File: config.mk
export PLATFORM = sky130hd
export DESIGN_NAME = opc_history_flat
export DESIGN_NICKNAME = d
export VERILOG_FILES = /design/src/rtl/opc_history_if.sv /design/src/rtl/opc_history.sv /design/src/flat_wrapper.sv
export SDC_FILE = /design/constraint.sdc
export NUM_CORES = 1
export LEC_CHECK = 0
export CAP_MARGIN = 20
export CORE_MARGIN = 8
export CORE_UTILIZATION = 49
export DETAILED_ROUTE_END_ITERATION = 8
export DONT_BUFFER_PORTS = 1
export PLACE_DENSITY = 0.72
export SLEW_MARGIN = 20
export SYNTH_ARGS = -nofsm -noshare
export SYNTH_HDL_FRONTEND = slang
export SYNTH_SLANG_ARGS = --single-unit
File: constraint.sdc
create_clock -name clk -period 3.9 [get_ports clk]
set_clock_uncertainty 0.15 [all_clocks]
set_input_delay 0.78 -clock clk [delete_from_list [all_inputs] [get_ports clk]]
set_output_delay 0.78 -clock clk [all_outputs]
set_load 0.01 [all_outputs]
File: src/rtl/opc_history_if.sv
`default_nettype none
// ============================================================================
//  Module      : opc_history_if
//  Description : Bundle of capture, control and spy-read signals between the
//                old-PC save path / debugger and the opc_history buffer.
//                  opc_in, opc_stb      capture value and strobe
//                  freeze, clr          capture inhibit and history clear
//                  rd_req, rd_age       read request and entry age (0 newest)
//                  rd_data, rd_valid,
//                  rd_miss              registered read result
//                  count, wrapped       occupancy and overwrite flag
//                The master modport drives requests; the slave modport is the
//                buffer itself.
//  Revision    : 1.0 - initial release
// ============================================================================
interface opc_history_if #(
    parameter int WIDTH = 14,
    parameter int DEPTH = 8,
    parameter int AW    = 3
);
    logic [WIDTH-1:0] opc_in;
    logic             opc_stb;
    logic             freeze;
    logic             clr;
    logic             rd_req;
    logic [AW-1:0]    rd_age;
    logic [WIDTH-1:0] rd_data;
    logic             rd_valid;
    logic             rd_miss;
    logic [AW:0]      count;
    logic             wrapped;

    modport master (
        output opc_in, opc_stb, freeze, clr, rd_req, rd_age,
        input  rd_data, rd_valid, rd_miss, count, wrapped
    );

    modport slave (
        input  opc_in, opc_stb, freeze, clr, rd_req, rd_age,
        output rd_data, rd_valid, rd_miss, count, wrapped
    );
endinterface : opc_history_if
`default_nettype wire

File: src/rtl/opc_history.sv
`default_nettype none
// ============================================================================
//  Module      : opc_history
//  Description : Circular history of the last DEPTH saved PC values. Every
//                opc_stb (unless frozen or cleared) writes opc_in at the write
//                pointer. Reads address entries by age, 0 being the newest,
//                and return a registered result one cycle later.
//  Ports       : clk    - clock, rising edge
//                reset  - synchronous, active-high
//                bus    - opc_history_if.slave (capture, control, read, status)
//  Revision    : 1.0 - initial release
// ============================================================================
module opc_history #(
    parameter int WIDTH = 14,
    parameter int DEPTH = 8,
    parameter int AW    = 3
) (
    input  wire logic      clk,
    input  wire logic      reset,
    opc_history_if.slave   bus
);

    localparam logic [AW:0]   c_DEPTH  = (AW+1)'(DEPTH);
    localparam logic [AW-1:0] c_WP_ONE = AW'(1);

    logic [WIDTH-1:0] r_mem [DEPTH];
    logic [AW-1:0]    r_wp;
    logic [AW:0]      r_count;
    logic             r_wrapped;
    logic [WIDTH-1:0] r_rd_data;
    logic             r_rd_valid;
    logic             r_rd_miss;

    logic             w_cap;
    logic [AW-1:0]    w_rd_idx;
    logic             w_rd_hit;

    // A clear in the same cycle wins over a capture; a frozen strobe is lost.
    assign w_cap    = bus.opc_stb & ~bus.freeze & ~bus.clr;

    // r_wp points at the next free slot, so the newest entry is r_wp-1.
    // All of this uses pre-edge state, so a read in a capture or clear
    // cycle sees the buffer as it was before the edge.
    assign w_rd_idx = r_wp - c_WP_ONE - bus.rd_age;
    assign w_rd_hit = ({1'b0, bus.rd_age} < r_count);

    // Storage is deliberately not reset; occupancy is tracked by r_count.
    always_ff @(posedge clk) begin
        if (!reset && w_cap) begin
            r_mem[r_wp] <= bus.opc_in;
        end
    end

    always_ff @(posedge clk) begin
        if (reset) begin
            r_wp       <= '0;
            r_count    <= '0;
            r_wrapped  <= 1'b0;
            r_rd_data  <= '0;
            r_rd_valid <= 1'b0;
            r_rd_miss  <= 1'b0;
        end else begin
            if (bus.clr) begin
                r_wp      <= '0;
                r_count   <= '0;
                r_wrapped <= 1'b0;
            end else if (w_cap) begin
                r_wp <= r_wp + c_WP_ONE;
                // Full buffer: this write overwrites the oldest entry.
                if (r_count == c_DEPTH) begin
                    r_wrapped <= 1'b1;
                end else begin
                    r_count <= r_count + 1'b1;
                end
            end

            if (bus.rd_req) begin
                r_rd_valid <= 1'b1;
                if (w_rd_hit) begin
                    r_rd_data <= r_mem[w_rd_idx];
                    r_rd_miss <= 1'b0;
                end else begin
                    r_rd_data <= '0;
                    r_rd_miss <= 1'b1;
                end
            end else begin
                // rd_data intentionally holds its last value.
                r_rd_valid <= 1'b0;
                r_rd_miss  <= 1'b0;
            end
        end
    end

    assign bus.rd_data  = r_rd_data;
    assign bus.rd_valid = r_rd_valid;
    assign bus.rd_miss  = r_rd_miss;
    assign bus.count    = r_count;
    assign bus.wrapped  = r_wrapped;

endmodule : opc_history
`default_nettype wire

File: src/flat_wrapper.sv
// flat-port wrapper written by rule: the top's interface ports become plain ports
module opc_history_flat 
#(
    parameter int WIDTH = 14,
    parameter int DEPTH = 8,
    parameter int AW    = 3
)
  (clk, reset, bus_opc_in, bus_opc_stb, bus_freeze, bus_clr, bus_rd_req, bus_rd_age, bus_rd_data, bus_rd_valid, bus_rd_miss, bus_count, bus_wrapped);
  opc_history_if #(.WIDTH(WIDTH), .DEPTH(DEPTH), .AW(AW)) bus_i ();
  input  wire logic clk;
  input  wire logic reset;
  input wire logic [$bits(bus_i.opc_in)-1:0] bus_opc_in;
  input wire logic [$bits(bus_i.opc_stb)-1:0] bus_opc_stb;
  input wire logic [$bits(bus_i.freeze)-1:0] bus_freeze;
  input wire logic [$bits(bus_i.clr)-1:0] bus_clr;
  input wire logic [$bits(bus_i.rd_req)-1:0] bus_rd_req;
  input wire logic [$bits(bus_i.rd_age)-1:0] bus_rd_age;
  output wire logic [$bits(bus_i.rd_data)-1:0] bus_rd_data;
  output wire logic [$bits(bus_i.rd_valid)-1:0] bus_rd_valid;
  output wire logic [$bits(bus_i.rd_miss)-1:0] bus_rd_miss;
  output wire logic [$bits(bus_i.count)-1:0] bus_count;
  output wire logic [$bits(bus_i.wrapped)-1:0] bus_wrapped;
  assign bus_i.opc_in = bus_opc_in;
  assign bus_i.opc_stb = bus_opc_stb;
  assign bus_i.freeze = bus_freeze;
  assign bus_i.clr = bus_clr;
  assign bus_i.rd_req = bus_rd_req;
  assign bus_i.rd_age = bus_rd_age;
  assign bus_rd_data = bus_i.rd_data;
  assign bus_rd_valid = bus_i.rd_valid;
  assign bus_rd_miss = bus_i.rd_miss;
  assign bus_count = bus_i.count;
  assign bus_wrapped = bus_i.wrapped;
  opc_history #(.WIDTH(WIDTH), .DEPTH(DEPTH), .AW(AW)) u_core (.clk(clk), .reset(reset), .bus(bus_i));
endmodule
# After elaboration in Yosys (flattened, before gate mapping)
# Memory sizes are Yosys's and may differ from the RTL's.
# Index checks and enable logic that the tools add are counted.
dict set report op_classes {
  n_addsub 4
  eq_ne 1
  muxes 5
  n_bitwise 6
  order_cmp 1
  reduce_logical 6
}
# cell n
set op_table {}
lappend op_table {{14-bit 2-to-1 mux} 1}
lappend op_table {{4-bit by 1-bit adder with 4-bit output (second input constant)} 1}
lappend op_table {{4-bit equality test (second input constant)} 1}
lappend op_table {{3-bit by 4-bit < comparator with 1-bit output} 1}
lappend op_table {{1-bit 2-to-1 mux} 4}
lappend op_table {{1-bit NOT} 4}
lappend op_table {{2-bit AND reduction} 2}
lappend op_table {{2-bit OR reduction} 2}
lappend op_table {{3-bit by 1-bit adder with 3-bit output (second input constant)} 1}
lappend op_table {{3-bit by 1-bit subtractor with 3-bit output (second input constant)} 1}
lappend op_table {{3-bit subtractor} 1}
lappend op_table {{1-bit AND} 2}
lappend op_table {{1-bit logical AND} 1}
lappend op_table {{1-bit logical NOT} 1}
dict set report word_totals {
  output_inout_bits 21
  mem_bits_rw 112
  ff_bits 24
  memories 1
  in_bits 23
  elab_cells 30
}
# name depth width rd rd_clocked_by_memory_dff write_ports line
set memory_table {}
lappend memory_table {u_core.r_mem 8 14 1 0 1 opc_history.sv:26} ;# logic [WIDTH-1:0] r_mem [DEPTH];

# Longest topological paths before layout
dict set report logic_depth {
  ltp_word 6
  ltp_mapped 8
  depth_no_buf 7
}

# Least setup slack after synthesis
# No wires, ideal clock.
dict set report synth_timing {
  path_kind {input-to-reg}
  from {in bus_opc_stb}
  to {mem u_core.r_mem[5][0] (enable)}
  setup_slack_ns 0.399
  n_path_buf 1
  t_arrival_ns 2.924
  path_stages 5
  setup_ns 0.427
  required_time_ns 3.323
  cell_sequence {nor2b_1 > nor2b_1 > buf_2 > nand2_1 > nor4b_1}
}
dict set report synth_between {
  elab_chain_len 5
}
# item line
set synth_lines {}
lappend synth_lines {{start, declared} flat_wrapper.sv:13} ;# input wire logic [$bits(bus_i.opc_stb)-1:0] bus_opc_stb;
lappend synth_lines {{1-bit AND (2 in series)} opc_history.sv:39} ;# assign w_cap = bus.opc_stb & ~bus.freeze & ~bus.clr;
lappend synth_lines {{1-bit logical AND} opc_history.sv:49} ;# if (!reset && w_cap) begin
lappend synth_lines {{1-bit 2-to-1 mux} opc_history.sv:49}
lappend synth_lines {{1-bit 2-to-1 mux (not written as such)} opc_history.sv:50} ;# r_mem[r_wp] <= bus.opc_in;
lappend synth_lines {{end, declared} opc_history.sv:26}
# No other way between the ends.

# Worst setup path after layout
dict set report layout_timing {
  from {reg u_core.r_wp[0]}
  to {reg u_core.r_rd_data[1], in the netlist u_core.bus.rd_data[1]}
}
dict set report layout_between {
  elab_chain_len 4
}
# item line
set layout_lines {}
lappend layout_lines {{start, declared} opc_history.sv:27} ;# logic [AW-1:0] r_wp;
lappend layout_lines {{start signal, assigned} opc_history.sv:68} ;# r_wp <= r_wp + c_WP_ONE;
lappend layout_lines {{3-bit by 1-bit subtractor with 3-bit output} opc_history.sv:44} ;# assign w_rd_idx = r_wp - c_WP_ONE - bus.rd_age;
lappend layout_lines {{3-bit subtractor} opc_history.sv:44}
lappend layout_lines {{memory read 8 x 14 bit} n/a}
lappend layout_lines {{14-bit 2-to-1 mux} opc_history.sv:79} ;# if (w_rd_hit) begin
lappend layout_lines {{end signal, assigned} opc_history.sv:80} ;# r_rd_data <= r_mem[w_rd_idx];
lappend layout_lines {{end, declared} opc_history.sv:30} ;# logic [WIDTH-1:0] r_rd_data;
# No other way between the ends.
# A chain may end at the register's enable or synchronous reset.

==> metrics.yaml <==
run_status:
  status: "completed"
grt:
  grt-ovfl-total: 0
  grtUsageMet3: 0.0606
  grt_usage: 0.139
  antenna_found_initial: 0
  grtUsageMet1: 0.142
  grt_max_degree: 29
  top_usage_layer: "met2"
  grt_pass1_vias: 2564
  met2_usage: 0.239
  grt_pass1_wl_um: 14600
route:
  drt_iter0_markers: 127
  drtAntennaViolNets: 0
  vias: 2467
  viasPerCell: 5.47
  routed_wl_um: 9410
  drtPass1Iterations: 4
  drc: 0
  avgRoutedWirePerCell_um: 20.9
place:
  port_buffers: 0
  preCtsSetupSlack_ns: 0.980
  dpl-instance-area_sq_um: 5590
  post-place-cells: 420
  place_hpwl_um: 5570
  gp_congestion: 0.713
finish:
  stdcell_count: 451
  postLayoutCellArea_sq_um: 6150
  insertedDiodeCount: 0
  n_fill_cell: 798
  seq_area_sq_um: 3840
  drive_gt1_frac: 0.180
  nets: 329
  area_delta_synth_final_pct: 15.0
  multi_input_area_sq_um: 1430
floorplanning:
  rows: 38
  die_w_um: 120
  initial_core_util: 0.498
  io_pins: 44
  die-area_sq_um: 14500
  core_sq_um: 10700
  die_y_um: 120
synthesis:
  synthXorXnorAreaFrac: 0.0147
  yosys.area_share.adder: 0.0178
  synth_top_area_frac: 0.629
  synth.avg_cell_area_sq_um: 19.3
  synth_mux_area_frac: 0.167
  syn_area_sq_um: 5350
  postSynthRegisterBits: 136
  synth_area_leaders: "edfxtp_1 (63%), mux4_1 (13%), dfxtp_1 (9.0%)"
  synth_nets: 307
  yosys.area_share.simple: 0.0421
  yosys_warnings: 0
  ys_seq_area_frac: 0.719
  synth_area_leader_cell: "edfxtp_1"
  netlist_instances: 277
  synth-compound-area-share: 0.0192
  synth.distinct_cells: 33
  synth_top_family_by_area: "multiplexers"
clock_network:
  cts_max_level: 4
  ctsHoldBuffers: 0
  cts_resized: 0
  clock_latency_ns: 0.51
  cts.sinks: 136
  cts-root-buf: "clkbuf_8"
  numCtsBuffers: 17
  clock_path_buffers: 2
  cts_tree: "done"
  clk_pin_slew_worst_paths_ns: 0.06
  cts_setup_buffers: 0
critical_path:
  cp.required_ns: 4.14
  crit_type: "flop to flop"
  cp_slowest_stage_delay_ns: 0.61
  cpMaxStageDelayCell: "xnor2_4"
  path_cells: "ha_1 -> fa_1 -> xor2_2 -> xnor2_4 -> mux2i_1 -> o21ai_1"
  critPathMaxFanout: 14
  critPathLaunchType: "flop"
  endpoint_kind: "flop"
  crit_arrival_ns: 2.86
sta:
  fmax_mhz: 382
  hold_viol: 0
  tns_ns: 0
  fin_ws_ns: 1.28
  slew_headroom: 0.502
  rsz0062_at_grt: "no"
  worst_pin_slew_ns: 0.748
  finalSetupViolCount: 0
  slew_violations: 0
  finalCritPeriodShare: 0.671
  fin_hold_ws_ns: 0.208
  period_needed_ns: 2.62
power_and_ir_drop:
  vdd_drop_max_mv: 0.219
  leakagePower_nw: 2.11
  power_density_nw_per_um2: 523
run:
  cap_violations: 0
worst_hold_path:
  hp-class: "input port to flop"
==> where the power goes <==
part | total, mW | internal (mW) | leakage [nW] | switching, mW
Combinational | 0.114 | 0.0596 | 0.641 | 0.0547
Sequential | 1.59 | 1.58 | 1.20 | 0.0107
Clock | 1.51 | 0.909 | 0.269 | 0.600
Total | 3.22 | 2.55 | 2.11 | 0.665
==> worst paths after layout <==
kind	from	to	slack [ns]	depth (start not counted)
hold / removal	bus_opc_in[0]	u_core.r_mem[1][0]$_DFFE_PP_	0.21	0
hold reg to reg	u_core.bus.rd_data[3]$_SDFFE_PP0P_	u_core.bus.rd_data[3]$_SDFFE_PP0P_	0.35	2
setup reg to reg	u_core.r_wp[0]$_SDFFE_PP0P_	u_core.bus.rd_data[1]$_SDFFE_PP0P_	1.28	6
setup / recovery	u_core.r_wp[0]$_SDFFE_PP0P_	u_core.bus.rd_data[1]$_SDFFE_PP0P_	1.28	6
==> synthesized netlist by cell type <==
cell / count
nand4_1: 2
xnor2_4: 1
buf_8: 1
buf_1: 1
o21ai_1: 15
mux4_1: 27
nand3b_1: 1
a21oi_1: 3
nor4_1: 2
nor4b_1: 4
o21ai_0: 1
xor2_2: 1
xnor2_1: 2
nand2_1: 19
nor3b_1: 1
a21o_1: 1
buf_4: 1
inv_1: 5
dfxtp_1: 24
or2_2: 1
mux2i_1: 16
nor2_1: 11
fa_1: 1
ha_1: 6
nor2b_1: 3
buf_2: 3
clkbuf_8: 1
buf_6: 2
mux4_2: 1
edfxtp_1: 112
nand2b_1: 2
clkbuf_1: 4
xor2_1: 2
==> worst max-delay path, delay by kind of cell, from the launching register on <==
kind / cells / cell delay [ns]
xor gates and xnor gates: 2 / 0.83
adders and majority gates: 2 / 0.72
DFF: 1 / 0.45
muxes: 1 / 0.27
AOI/OAI and AO/OA: 1 / 0.08
==> placed cells by master, fill, tap and decap left out, types with 2 or more instances in the layout <==
cell	count
a21oi_1	3
buf_4	16
bufinv_16	2
clkbuf_16	16
clkinv_2	2
clkinv_4	2
clkinvlp_4	3
dfxtp_1	24
edfxtp_1	112
ha_1	6
inv_1	5
inv_6	4
mux2i_1	16
mux4_1	27
nand2_1	19
nand2b_1	2
nand4_1	2
nor2_1	11
nor2b_1	3
nor4_2	2
nor4b_2	4
o21ai_1	15
xnor2_1	2
xor2_1	2
==> metrics by stage <==
step | util | power [mW]
finish | 0.573 | 3.22
global route | 0.573 | 3.30
CTS | 0.573 | 3.25
detailed placement | 0.520 | 1.74
global placement | 0.520 | 1.74
floorplan | - | 1.72
==> metal layers <==
| layer | up-vias | part of all wire |
|---|---|---|
| li1 | 1158 | - |
| met1 | 1238 | 0.38 |
| met2 | 56 | 0.54 |
| met3 | 15 | 0.062 |
| met4 | 0 | 0.018 |
| met5 | - | 0 |
==> registers in the layout (all words and copies together), names as in the netlist <==
signal	count
u_core.bus.wrapped	1
u_core.bus.rd_miss	1
u_core.r_wp	3
u_core.bus.count	4
u_core.bus.rd_valid	1
u_core.r_mem	112
u_core.bus.rd_data	14
==> kinds of logic after synthesis <==
kind of cell / after synthesis
multiplexers: 44
flip-flops: 136
XOR/XNOR: 6
adder cells (fa/ha/maj): 7
AO/OA/AOI/OAI: 20
buffers and inverters: 18
AND/OR/NAND/NOR: 46
==> layout make-up <==
type	instances	share of cell area
clock buffer	17	0.0673
clock inverter	14	0.0242
inverter	5	0.00305
multi-input combinational	123	0.233
sequential	136	0.625
tap	140	0.0285
timing repair buffer	16	0.0195
(Power assumes the default switching activity.)
